### config.mk
export PLATFORM = sky130hd
export DESIGN_NAME = mult_share_arbiter
export DESIGN_NICKNAME = d
export VERILOG_FILES = /design/src/rtl/mult_share_pkg.sv /design/src/rtl/mult_share_arbiter_rr.sv /design/src/rtl/mult_share_arbiter.sv
export SDC_FILE = /design/constraint.sdc
export NUM_CORES = 1
export LEC_CHECK = 0
export CAP_MARGIN = 20
export CELL_PAD_IN_SITES_DETAIL_PLACEMENT = 0
export CELL_PAD_IN_SITES_GLOBAL_PLACEMENT = 1
export CORE_AREA = 2 2 180 182
export DETAILED_ROUTE_END_ITERATION = 10
export DIE_AREA = 0 0 182 184
export PLACE_DENSITY = 0.79
export SYNTH_ARGS = -nofsm -noshare
export SYNTH_HDL_FRONTEND = slang
export SYNTH_SLANG_ARGS = --single-unit
### constraint.sdc
create_clock -name clk -period 4 [get_ports clk]
set_input_delay 0.6 -clock clk [delete_from_list [all_inputs] [get_ports clk]]
set_output_delay 0.6 -clock clk [all_outputs]
set_load 0.01 [all_outputs]
### src/rtl/mult_share_pkg.sv
// Shared types for the multiplier-sharing arbiter: FSM state, in-flight tag, ID width helper.
package mult_share_pkg;

    localparam int unsigned TAG_ID_W = 8;

    typedef enum logic [1:0] {
        ST_IDLE   = 2'd0,
        ST_ACTIVE = 2'd1,
        ST_DRAIN  = 2'd2
    } state_e;

    typedef struct packed {
        logic                valid;
        logic [TAG_ID_W-1:0] id;
    } tag_t;

    function automatic int unsigned id_width(input int unsigned n);
        return (n > 1) ? $clog2(n) : 1;
    endfunction

endpackage

### src/rtl/mult_share_arbiter_rr.sv
// Combinational round-robin picker: first requester at or after the pointer wins.
module rr_arbiter #(
    parameter int unsigned N_REQ = 4,
    parameter int unsigned ID_W  = 2
) (
    input  logic [N_REQ-1:0] i_req,
    input  logic [ID_W-1:0]  i_ptr,
    input  logic             i_en,
    output logic [N_REQ-1:0] o_gnt,
    output logic [ID_W-1:0]  o_gnt_id,
    output logic [ID_W-1:0]  o_next_ptr,
    output logic             o_any
);

    always_comb begin : p_pick
        logic [ID_W-1:0] idx;
        o_gnt      = '0;
        o_gnt_id   = '0;
        o_next_ptr = i_ptr;
        o_any      = 1'b0;
        idx        = '0;
        for (int unsigned k = 0; k < N_REQ; k++) begin
            idx = ID_W'((32'(i_ptr) + k) % N_REQ);
            if (i_en && !o_any && i_req[idx]) begin
                o_any      = 1'b1;
                o_gnt[idx] = 1'b1;
                o_gnt_id   = idx;
                o_next_ptr = ID_W'((32'(idx) + 32'd1) % N_REQ);
            end
        end
    end

endmodule

### src/rtl/mult_share_arbiter.sv
// Round-robin front end sharing one fixed-latency pipelined multiplier among N_REQ clients.
// Optional MULT_SHARE_ARB_CHECK_EN: sticky err when mul_done disagrees with the head tag.
module mult_share_arbiter
    import mult_share_pkg::*;
#(
    parameter  int unsigned WL      = 32,
    parameter  int unsigned N_REQ   = 4,
    parameter  int unsigned MUL_LAT = 4,
    localparam int unsigned ID_W    = id_width(N_REQ)
) (
    input  logic                clk,
    input  logic                reset_n,
    input  logic [N_REQ-1:0]    req_valid,
    output logic [N_REQ-1:0]    req_ready,
    input  logic [N_REQ*WL-1:0] req_a,
    input  logic [N_REQ*WL-1:0] req_b,
    input  logic                flush,
    output logic                flush_done,
    output logic                busy,
    output logic                mul_start,
    output logic [WL-1:0]       mul_multiplier,
    output logic [WL-1:0]       mul_multiplicand,
    input  logic                mul_done,
    input  logic [2*WL-1:0]     mul_product,
    output logic                rsp_valid,
    output logic [ID_W-1:0]     rsp_id,
    output logic [2*WL-1:0]     rsp_product,
    output logic                err
);

    state_e          r_state, w_state_nxt;
    logic [ID_W-1:0] r_ptr, w_next_ptr, w_gnt_id;
    logic            w_any_gnt, w_en, w_tags_pre, w_empty, w_flush_done_nxt;
    logic            r_issue_vld, r_busy, r_flush_done, r_rsp_valid;
    logic [ID_W-1:0] r_issue_id, r_rsp_id;
    logic [WL-1:0]   r_mul_a, r_mul_b;
    logic [2*WL-1:0] r_rsp_product;
    tag_t            r_tag [MUL_LAT];

    // Reset is folded in so req_ready reads 0 while reset is held.
    assign w_en = reset_n && (r_state != ST_DRAIN) && !flush;

    rr_arbiter #(.N_REQ(N_REQ), .ID_W(ID_W)) u_rr (
        .i_req      (req_valid),
        .i_ptr      (r_ptr),
        .i_en       (w_en),
        .o_gnt      (req_ready),
        .o_gnt_id   (w_gnt_id),
        .o_next_ptr (w_next_ptr),
        .o_any      (w_any_gnt)
    );

    always_comb begin
        w_tags_pre = 1'b0;
        for (int unsigned i = 0; i + 1 < MUL_LAT; i++) begin
            w_tags_pre = w_tags_pre | r_tag[i].valid;
        end
    end

    assign w_empty = !r_issue_vld && !w_tags_pre && !r_tag[MUL_LAT-1].valid;

    always_comb begin
        w_state_nxt      = r_state;
        w_flush_done_nxt = 1'b0;
        case (r_state)
            ST_IDLE: begin
                if (flush)          w_state_nxt = ST_DRAIN;
                else if (w_any_gnt) w_state_nxt = ST_ACTIVE;
            end
            ST_ACTIVE: begin
                if (flush)                       w_state_nxt = ST_DRAIN;
                else if (w_empty && !w_any_gnt)  w_state_nxt = ST_IDLE;
            end
            ST_DRAIN: begin
                if (w_empty) begin
                    w_state_nxt      = ST_IDLE;
                    w_flush_done_nxt = 1'b1;
                end
            end
            default: w_state_nxt = ST_IDLE;
        endcase
    end

    always_ff @(posedge clk or negedge reset_n) begin
        if (!reset_n) begin
            r_state       <= ST_IDLE;
            r_ptr         <= '0;
            r_issue_vld   <= 1'b0;
            r_issue_id    <= '0;
            r_mul_a       <= '0;
            r_mul_b       <= '0;
            r_busy        <= 1'b0;
            r_flush_done  <= 1'b0;
            r_rsp_valid   <= 1'b0;
            r_rsp_id      <= '0;
            r_rsp_product <= '0;
        end else begin
            r_state      <= w_state_nxt;
            r_flush_done <= w_flush_done_nxt;
            r_issue_vld  <= w_any_gnt;
            // busy mirrors next cycle's occupancy of the issue reg and tag pipe
            r_busy       <= w_any_gnt | r_issue_vld | w_tags_pre;
            if (w_any_gnt) begin
                r_ptr      <= w_next_ptr;
                r_issue_id <= w_gnt_id;
                r_mul_a    <= req_a[32'(w_gnt_id)*WL +: WL];
                r_mul_b    <= req_b[32'(w_gnt_id)*WL +: WL];
            end
            r_rsp_valid <= mul_done & r_tag[MUL_LAT-1].valid;
            if (mul_done && r_tag[MUL_LAT-1].valid) begin
                r_rsp_id      <= r_tag[MUL_LAT-1].id[ID_W-1:0];
                r_rsp_product <= mul_product;
            end
        end
    end

    // Tag pipe aligned so the last entry is valid in the cycle mul_done is due.
    always_ff @(posedge clk or negedge reset_n) begin
        if (!reset_n) begin
            for (int unsigned i = 0; i < MUL_LAT; i++) r_tag[i] <= '0;
        end else begin
            r_tag[0] <= '{valid: r_issue_vld, id: TAG_ID_W'(r_issue_id)};
            for (int unsigned i = 1; i < MUL_LAT; i++) r_tag[i] <= r_tag[i-1];
        end
    end

`ifdef MULT_SHARE_ARB_CHECK_EN
    logic r_err;
    always_ff @(posedge clk or negedge reset_n) begin
        if (!reset_n)                               r_err <= 1'b0;
        else if (mul_done != r_tag[MUL_LAT-1].valid) r_err <= 1'b1;
    end
    assign err = r_err;
`else
    assign err = 1'b0;
`endif

    assign mul_start        = r_issue_vld;
    assign mul_multiplier   = r_mul_a;
    assign mul_multiplicand = r_mul_b;
    assign busy             = r_busy;
    assign flush_done       = r_flush_done;
    assign rsp_valid        = r_rsp_valid;
    assign rsp_id           = r_rsp_id;
    assign rsp_product      = r_rsp_product;

endmodule

# After elaboration in Yosys (flattened, before gate mapping)

Index checks and enable logic that the tools add are counted.

Flip-flop bits (word level): 152
Output and inout port bits: 139

Equality and inequality tests: 6
Order comparisons: 8
Multiplexer cells: 40
Add/subtract/negate cells: 6
Bitwise operators: 8
Shifts and indexed selects: 2
Reductions and logical operators: 29

Operators with widths:

| kind                  | number |
|---|---|
| $shiftx A128 B8 Y32   | 2 |
| $mux W2               | 13 |
| $logic_and A1 B1 Y1   | 17 |
| $mux W4               | 4 |
| $mux W1               | 14 |
| $lt A2 B3 Y1 const B  | 4 |
| $or A4 B4 Y4          | 3 |
| $add A2 B1 Y2 const B | 4 |
| $bmux W1 S2           | 4 |
| $demux W1 S2          | 4 |
| $ge A2 B1 Y1 const B  | 4 |
| $logic_not A1 Y1      | 8 |
| $ne A3 B3 Y1 const B  | 2 |
| $pmux W2 S3           | 1 |
| $add A2 B2 Y2 const B | 2 |
| $ne A2 B2 Y1 const B  | 2 |
| $or A1 B1 Y1          | 4 |
| $reduce_bool A4 Y1    | 1 |
| $reduce_and A3 Y1     | 1 |
| $eq A2 B1 Y1 const B  | 1 |
| $eq A2 B2 Y1 const B  | 1 |
| $logic_not A2 Y1      | 1 |
| $reduce_and A2 Y1     | 1 |
| $and A1 B1 Y1         | 1 |

# Longest topological paths before layout

Depth in word-level cells: 22
Gate-level depth with buffers: 12
Mapped depth without buffers: 9

# By module

Synthesis repeated with hierarchy kept, for this count alone.

Cells, all modules: 465
Area, all modules: 7648.6 um2

Modules (own cells, without submodules):

| module             | area an instance (um2) | instances | cells an instance |
|---|---|---|---|
| mult_share_arbiter | 7061.8                 | 1         | 395 |
| rr_arbiter         | 586.8                  | 1         | 70 |

# Worst setup path before layout

OpenSTA, ideal clock, no wires.

Kind: reg-to-reg
Start point: register r_ptr[0]
End point: register r_mul_a[22], in the netlist mul_multiplier[22]
Required time: 3.858 ns
Slack: 0.880 ns
Library setup time: 0.142 ns
Clock period less this slack: 3.120 ns
Data arrival time: 2.978 ns
Cell stages (with the launch flop): 13
Cells stage by stage: dfrtp_1 buf_4 inv_1 ha_1 clkbuf_1 mux4_2 or2_1 a211o_1 a22oi_2 buf_4 buf_4 mux2i_1 o221ai_1

Longest elaborated chain between the ends: 17
Elaborated cells between the ends (all ways): 30
Classes of those cells: add/sub (3); shift (1); mux (16); reduce/logical (10)

RTL lines:

| what                             | RTL line                    | RTL |
|---|---|---|
| from (decl)                      | mult_share_arbiter.sv:32    | `logic [ID_W-1:0] r_ptr, w_next_ptr, w_gnt_id;` |
| from (signal assigned)           | mult_share_arbiter.sv:104   | `r_ptr <= w_next_ptr;` |
| $bmux W1 S2                      | mult_share_arbiter_rr.sv:24 | `if (i_en && !o_any && i_req[idx]) begin` |
| $mux W1 (not written as such)    | mult_share_arbiter_rr.sv:24 |  |
| $logic_and A1 B1 Y1              | mult_share_arbiter_rr.sv:24 |  |
| $mux W1                          | mult_share_arbiter_rr.sv:24 |  |
| $logic_not A1 Y1                 | mult_share_arbiter_rr.sv:24 |  |
| $logic_and A1 B1 Y1 (2 in a row) | mult_share_arbiter_rr.sv:24 |  |
| $mux W1                          | mult_share_arbiter_rr.sv:24 |  |
| $logic_not A1 Y1                 | mult_share_arbiter_rr.sv:24 |  |
| $logic_and A1 B1 Y1 (2 in a row) | mult_share_arbiter_rr.sv:24 |  |
| $mux W1                          | mult_share_arbiter_rr.sv:24 |  |
| $logic_not A1 Y1                 | mult_share_arbiter_rr.sv:24 |  |
| $logic_and A1 B1 Y1 (2 in a row) | mult_share_arbiter_rr.sv:24 |  |
| $mux W2                          | mult_share_arbiter_rr.sv:24 |  |
| $shiftx A128 B8 Y32              | mult_share_arbiter.sv:106   | `r_mul_a <= req_a[32'(w_gnt_id)*WL +: WL];` |
| to (signal assigned)             | mult_share_arbiter.sv:106   |  |
| to (decl)                        | mult_share_arbiter.sv:36    | `logic [WL-1:0] r_mul_a, r_mul_b;` |

Several ways; a longest one is shown, not always the timed one. The select of a mux whose other input is x is not followed.
A chain may end at the register's enable or synchronous reset.

# Final worst setup path

Start point: register r_ptr[0]
End point: output req_ready[3]

Longest elaborated chain between the ends: 16
Elaborated cells between the ends (all ways): 51
Classes of those cells: add/sub (3); order compare (8); mux (23); bitwise (3); reduce/logical (14)

RTL lines:

| what                                                  | RTL line                    | RTL |
|---|---|---|
| branches (longest 15 deep; another with $lt A2 B3 Y1) | --                          |  |
| $mux W4 *                                             | mult_share_arbiter_rr.sv:24 |  |
| to (decl)                                             | mult_share_arbiter.sv:14    | `output logic [N_REQ-1:0] req_ready,` |

Mark *: on every way between the ends. The select of a mux whose other input is x is not followed.

==> out/metrics.yaml <==
drtAntennaViolNets: 0
vias_per_cell: 4.66
fin_crit_sh_pct: 94.0
clock-skew-final_ps: 17.1
overflow: 0
netlist_instances: 598
cp_num_buf_inv: 2
numPortBuffers: 465
synth_edf_count: 0
holdCritPathClass: "input port to asynchronous set/reset pin"
h-tree-depth: 4
grt_max_degree: 153
fin_util_pct: 42.1
worstPathCellList: "inv_1 -> ha_1 -> mux4_2 -> or2_1 -> a211oi_4 -> a222oi_1 -> nand2_1 -> clkdlybuf4s50_1"
antenna_found_initial: 0
max_freq_mhz: 266
cts_root_buffer: "clkbuf_16"
syn_area_mm2: 0.00747
power_uw: 9170
setup_slack_ps: 238
routed-via-count: 6843
maxSlewViolCount: 0
end_kind: "output pin"
slowest_delay_ps: 530
crit_required_ps: 3400
relSlewSlack_pct: 39.3
clkLatencyLatePin_ps: 430
fp.dieH_um: 184
area_delta_synth_final_pct: 77.1
grt_usage_pct: 16.4
ys_warn_count: 0
pre_cts_ws_ps: 270
status: "complete, no violations"
cp_max_fo: 7
async_flop_share_pct: 100
synth-seq-area-share_pct: 50.9
final_common_cell: "clkdlybuf4s50_1"
arrival_ps: 3160
ys.flop_type: "dfrtp_1"
hold_violations: 0
setup.worst_path.class: "flop to output pin"
io_pins: 467
rsz0062_at_grt: "false"
first_iter_violations: 293
core_mm2: 0.0314
peakVddDrop_mv: 0.478
rows: 65
grt_pass1_wl_um: 41900
globalplace.congestion: 0.794
start_util_pct: 23.8
power_density_mw_per_mm2: 694
drt-total-wl_um: 28600
tns_ps: 0
post-route-drc-count: 0
worst_pin_slew_ps: 910
insertedDiodeCount: 0
p_leak_uw: 0.00538
drv_cap: 0
drt_pass1_iterations: 5
layout-drive-gt1-share_pct: 12.2
cp-start-kind: "flop"
nFillCells: 2962
min_period_ps: 3760
first_global_vias: 7091
synth.distinct_cells: 39
setup-violations-final: 0
nNetsFinal: 1385
avgRoutedWirePerCell_um: 19.5
crit_slowest_cell: "clkdlybuf4s50_1"
cts_buffer_depth: 2
die_w_um: 182
syn_avg_cell_area_um2: 12.5
cts_tree: "done"
crit_family: "buffers and inverters"
synth-seq-cells: 152
die-area_mm2: 0.0335
clock-sinks: 152
synth_nets: 930
clk_pin_slew_ps: 70
hpwl_um: 21000
cts-buffers-inserted: 17
final_cell_mix: "clkdlybuf4s50_1 (464), dfrtp_1 (152), mux2i_1 (132)"
-- flip-flops by register name (all words and copies together) (netlist names) --
signal	flops
rsp_product	64
mul_multiplicand	32
mul_multiplier	32
r_tag	12
r_issue_id	2
r_ptr	2
r_state	2
rsp_id	2
busy	1
flush_done	1
mul_start	1
rsp_valid	1
-- cell families after synthesis --
| logic type | after synthesis | synth area share (%) |
|---|---|---|
| other | 1 | 0.0502 |
| AOI/OAI and AO/OA | 83 | 9.92 |
| DFF | 152 | 50.9 |
| muxes | 204 | 29.0 |
| adders and majority gates | 4 | 0.670 |
| buffers and inverters | 51 | 3.50 |
| and+or+nand+nor | 102 | 5.80 |
| xor gates and xnor gates | 1 | 0.117 |
-- path summary, 6_finish.rpt --
kind	from	end	slack [ps]	cells past startpoint
max reg2reg	r_ptr[0]	mul_multiplier[25]	710	10
min in group clk	r_tag[10]	r_tag[1]	350	0
min reg2reg	r_tag[10]	r_tag[1]	350	0
max in group asynchronous	reset_n	mul_multiplicand[28]	3050	2
min	reset_n	r_tag[9]	330	2
max	r_ptr[0]	req_ready[3]	240	8
-- layer usage --
metal,vias to the layer above,part of all wire (%),GRT usage (%)
met1,3313,40,19.7
met5,-,0,0
li1,3151,-,-
met4,0,1.5,4.10
met2,354,49,28.3
met3,25,8.9,5.51
-- cell usage after synthesis, types with 3 or more instances --
cell	count	share of area, %
dfrtp_1	152	51
mux2i_1	132	18
nand2_1	82	4.1
mux2_2	69	10
o221ai_1	64	7.5
buf_2	11	0.74
clkbuf_1	11	0.55
buf_4	10	1.0
buf_1	9	0.45
a222oi_1	5	0.67
clkbuf_4	5	0.50
ha_1	4	0.67
inv_1	4	0.20
nand2b_1	4	0.34
and2_1	3	0.25
mux4_2	3	0.90
o21ai_0	3	0.20
-- stage by stage --
step	hold slack, ps	std cells	cell area [µm²]
after floorplan	304	598	7470
after global placement	333	1436	12600
after detailed placement	337	1436	12600
after CTS	349	1468	13200
after global routing	362	1468	13200
final	334	1468	13200
-- area by class of cell --
type	instances	area [µm²]	share of cell area [%]
clock buffers	18	439	3.32
inverters	5	18.8	0.142
clock inverters	14	184	1.39
flip-flops and latches	152	3800	28.8
well taps	402	503	3.80
repair buffers	482	4860	36.7
multi-input cells	395	3420	25.8
-- power by group --
part,switching (µW),internal [µW]
sequential,388,2290
combinational,2110,2660
clock,753,970
total,3250,5920
-- repair_timing --
action,in CTS,in global routing
resized for setup,0,1
hold buffers,0,0
setup endpoints to repair,0,2
setup buffers,0,0
Note: power is estimated with default switching activity, not from simulation.
==> patch: new RTL, config.mk and constraints unchanged <==
Set the parameter `MUL_LAT` to 8 (it was 4).
--- a/src/rtl/mult_share_arbiter.sv
+++ b/src/rtl/mult_share_arbiter.sv
@@ -6,5 +6,5 @@
     parameter  int unsigned WL      = 32,
     parameter  int unsigned N_REQ   = 4,
-    parameter  int unsigned MUL_LAT = 4,
+    parameter  int unsigned MUL_LAT = 8,
     localparam int unsigned ID_W    = id_width(N_REQ)
 ) (
Formal check against the unedited RTL: same outputs for any inputs over 4 cycles, from zero or initial values and one cycle with reset_n low; that may be too few to reach the edited logic, so the function may still have changed.
==> patch against the original RTL <==
Combinational power shrank 6.3%. Critical path depth grew 2. Via count grew 4.4%. Sequential power grew 7.9%. Synthesized area grew 13%. Worst hold slack lost 71 ps. Total power shrank 1.1%. Sequential cell count grew 12. Worst setup slack lost 11 ps. Register-to-register slack lost 70 ps. Global-route usage grew 1.0 points. Cell area grew 6.5%. Routed wire length grew 6.8%.
==> patch: results (changes against the original RTL) <==
Run status
  – Outcome: finished clean

Route
  – 1st-pass router iterations: 5 (unchanged)
  – Routed length on met1: 12.55 mm (+9.5%)
  – Highest Signal Layer: met4
  – Met2 wire len: 15.16 mm (+7.3%)
  – Met3 WL: 2.306 mm (-8.8%)
  – DR iter-0 viols: 358 (+22%)
  – Routed length per instance: 20.15 um (+3.6%)
  – Via density: 4.719 (+1.2%)

Timing
  – Worst-Margin Slew: 875.0 ps (-34.95 ps)
  – Fin. Hold Viols: 0 (unchanged)
  – Post-Route Setup TNS: 0 ps (unchanged)
  – Worst Skew: 12.64 ps (-4.417 ps)

Global route
  – Initial antenna violation count: 0 (unchanged)
  – M2 GR Usage: 0.3038 (+0.02046)
  – Met3 GRT Util: 0.05170 (-0.003368)
  – Largest net degree at the start of global routing: 68 (-56%)
  – GRT met1 Usage: 0.2113 (+0.01458)
  – Gr usage total: 0.1746 (+0.01049)
  – First-pass GRT wire length: 44.73 mm (+6.8%)
  – Vias in the first global route: 7475 (+5.4%)

Logic synthesis
  – Syn Inst Count: 635 (+6.2%)
  – Count of cell types in the netlist: 48 (+23%)
  – Post-synthesis sequential area ratio: 0.4880 (-0.02136)
  – Synth cell count leaders: 164 x dfrtp_1, 119 x mux2i_1, 72 x nand2_1
  – Top area cells in the synthesized netlist: dfrtp_1 49%, mux2i_1 14%, mux2_2 9.2%
  – Asr flop ratio synth: 1.000 (unchanged)
  – Synth Net Count: 967 (+4.0%)
  – YS warnings: 0 (unchanged)

Critical path
  – Arrival time worst endpoint: 3170 ps (about the same)
  – CP Max Fanout: 9 (+2)
  – Slowest stage delay, CP: around 540 ps
  – Top delay family on crit path: buffers and inverters
  – Crit path max-delay cell type: clkdlybuf4s50_1

Final layout
  – Nets: 1431 (+3.3%)
  – Ant diodes: 0 (unchanged)
  – Max reg flops: 64 (unchanged)
  – Fin cells: 1514 (+3.1%)
  – Layout cells sized above 1: 0.1763 (+0.05431)

Clock tree
  – Worst skew pair latency: 430 ps (about the same)
  – CTS buffer count: 17 (unchanged)
  – CTS-repair resized insts: 0 (unchanged)
  – Htree depth: 4 (unchanged)
  – CTS Hold Buffers Added: 0 (unchanged)
  – Setup bufs post-CTS: 0 (unchanged)

Min path
  – HP Class: in2async

Placed design
  – Routability cong.: 0.8400 (+5.9%)
  – Half-perimeter wire length after placement: 23.48 mm (+12%)
  – Port buffer count: 465 (unchanged)
  – Place WS: 312.4 ps (+42.86 ps)

Pwr
  – Worst vdd ir: 0.0002645 V (-45%)
  – Leak Pwr: 5.512 nW (+2.5%)
  – Clock group share of total power: 0.190 (+0.002)
  – Total power: 9.072 mW (-1.1%)
  – Cell internal pwr: 5.945 mW (+0.40%)
  – Comb power frac: 0.492 (-0.029)
==> patch: path summary, 6_finish.rpt <==
path / startpoint / end / slack [ps] / cells after the start
setup / recovery: r_ptr[0]$_DFFE_PN0P_ / req_ready[1] / 230 / 10
hold / removal: reset_n / rsp_product[3]$_DFFE_PN0P_ / 260 / 2
setup reg to reg: r_ptr[0]$_DFFE_PN0P_ / mul_multiplicand[0]$_DFFE_PN0P_ / 640 / 11
hold reg to reg: r_tag[36]$_DFF_PN0_ / r_tag[27]$_DFF_PN0_ / 340 / 0
max in group asynchronous: reset_n / mul_multiplicand[11]$_DFFE_PN0P_ / 2450 / 3
min in group clk: r_tag[36]$_DFF_PN0_ / r_tag[27]$_DFF_PN0_ / 340 / 0
==> patch: area by class of cell <==
class                      instances  area, um^2
tap                              402       503.0
clock buffer                      18       429.2
inverter                           6       26.28
fill                            2908       17310
timing repair buffer             495        4956
multi-input combinational        415        3886
clock inverter                    14       180.2
sequential                       164        4104
==> patch: logic make-up after synthesis <==
| logic type | count (synthesis) | synth area share |
|---|---|---|
| AND/OR/NAND/NOR | 107 | 0.05818 |
| buffers and inverters | 56 | 0.05386 |
| adder cells (fa/ha/maj) | 4 | 0.005952 |
| multiplexers | 200 | 0.2555 |
| AO/OA/AOI/OAI | 102 | 0.1370 |
| other | 1 | 0.0004459 |
| XOR/XNOR | 1 | 0.001042 |
| flip-flops | 164 | 0.4880 |
==> patch: metrics by stage <==
stage,instance area (um^2),util
2_1_floorplan,8409,-
3_3_place_gp,13470,0.4289
3_5_place_dp,13470,0.4289
4_1_cts,14070,0.4483
5_1_grt,14080,0.4487
6_report,14080,0.4487
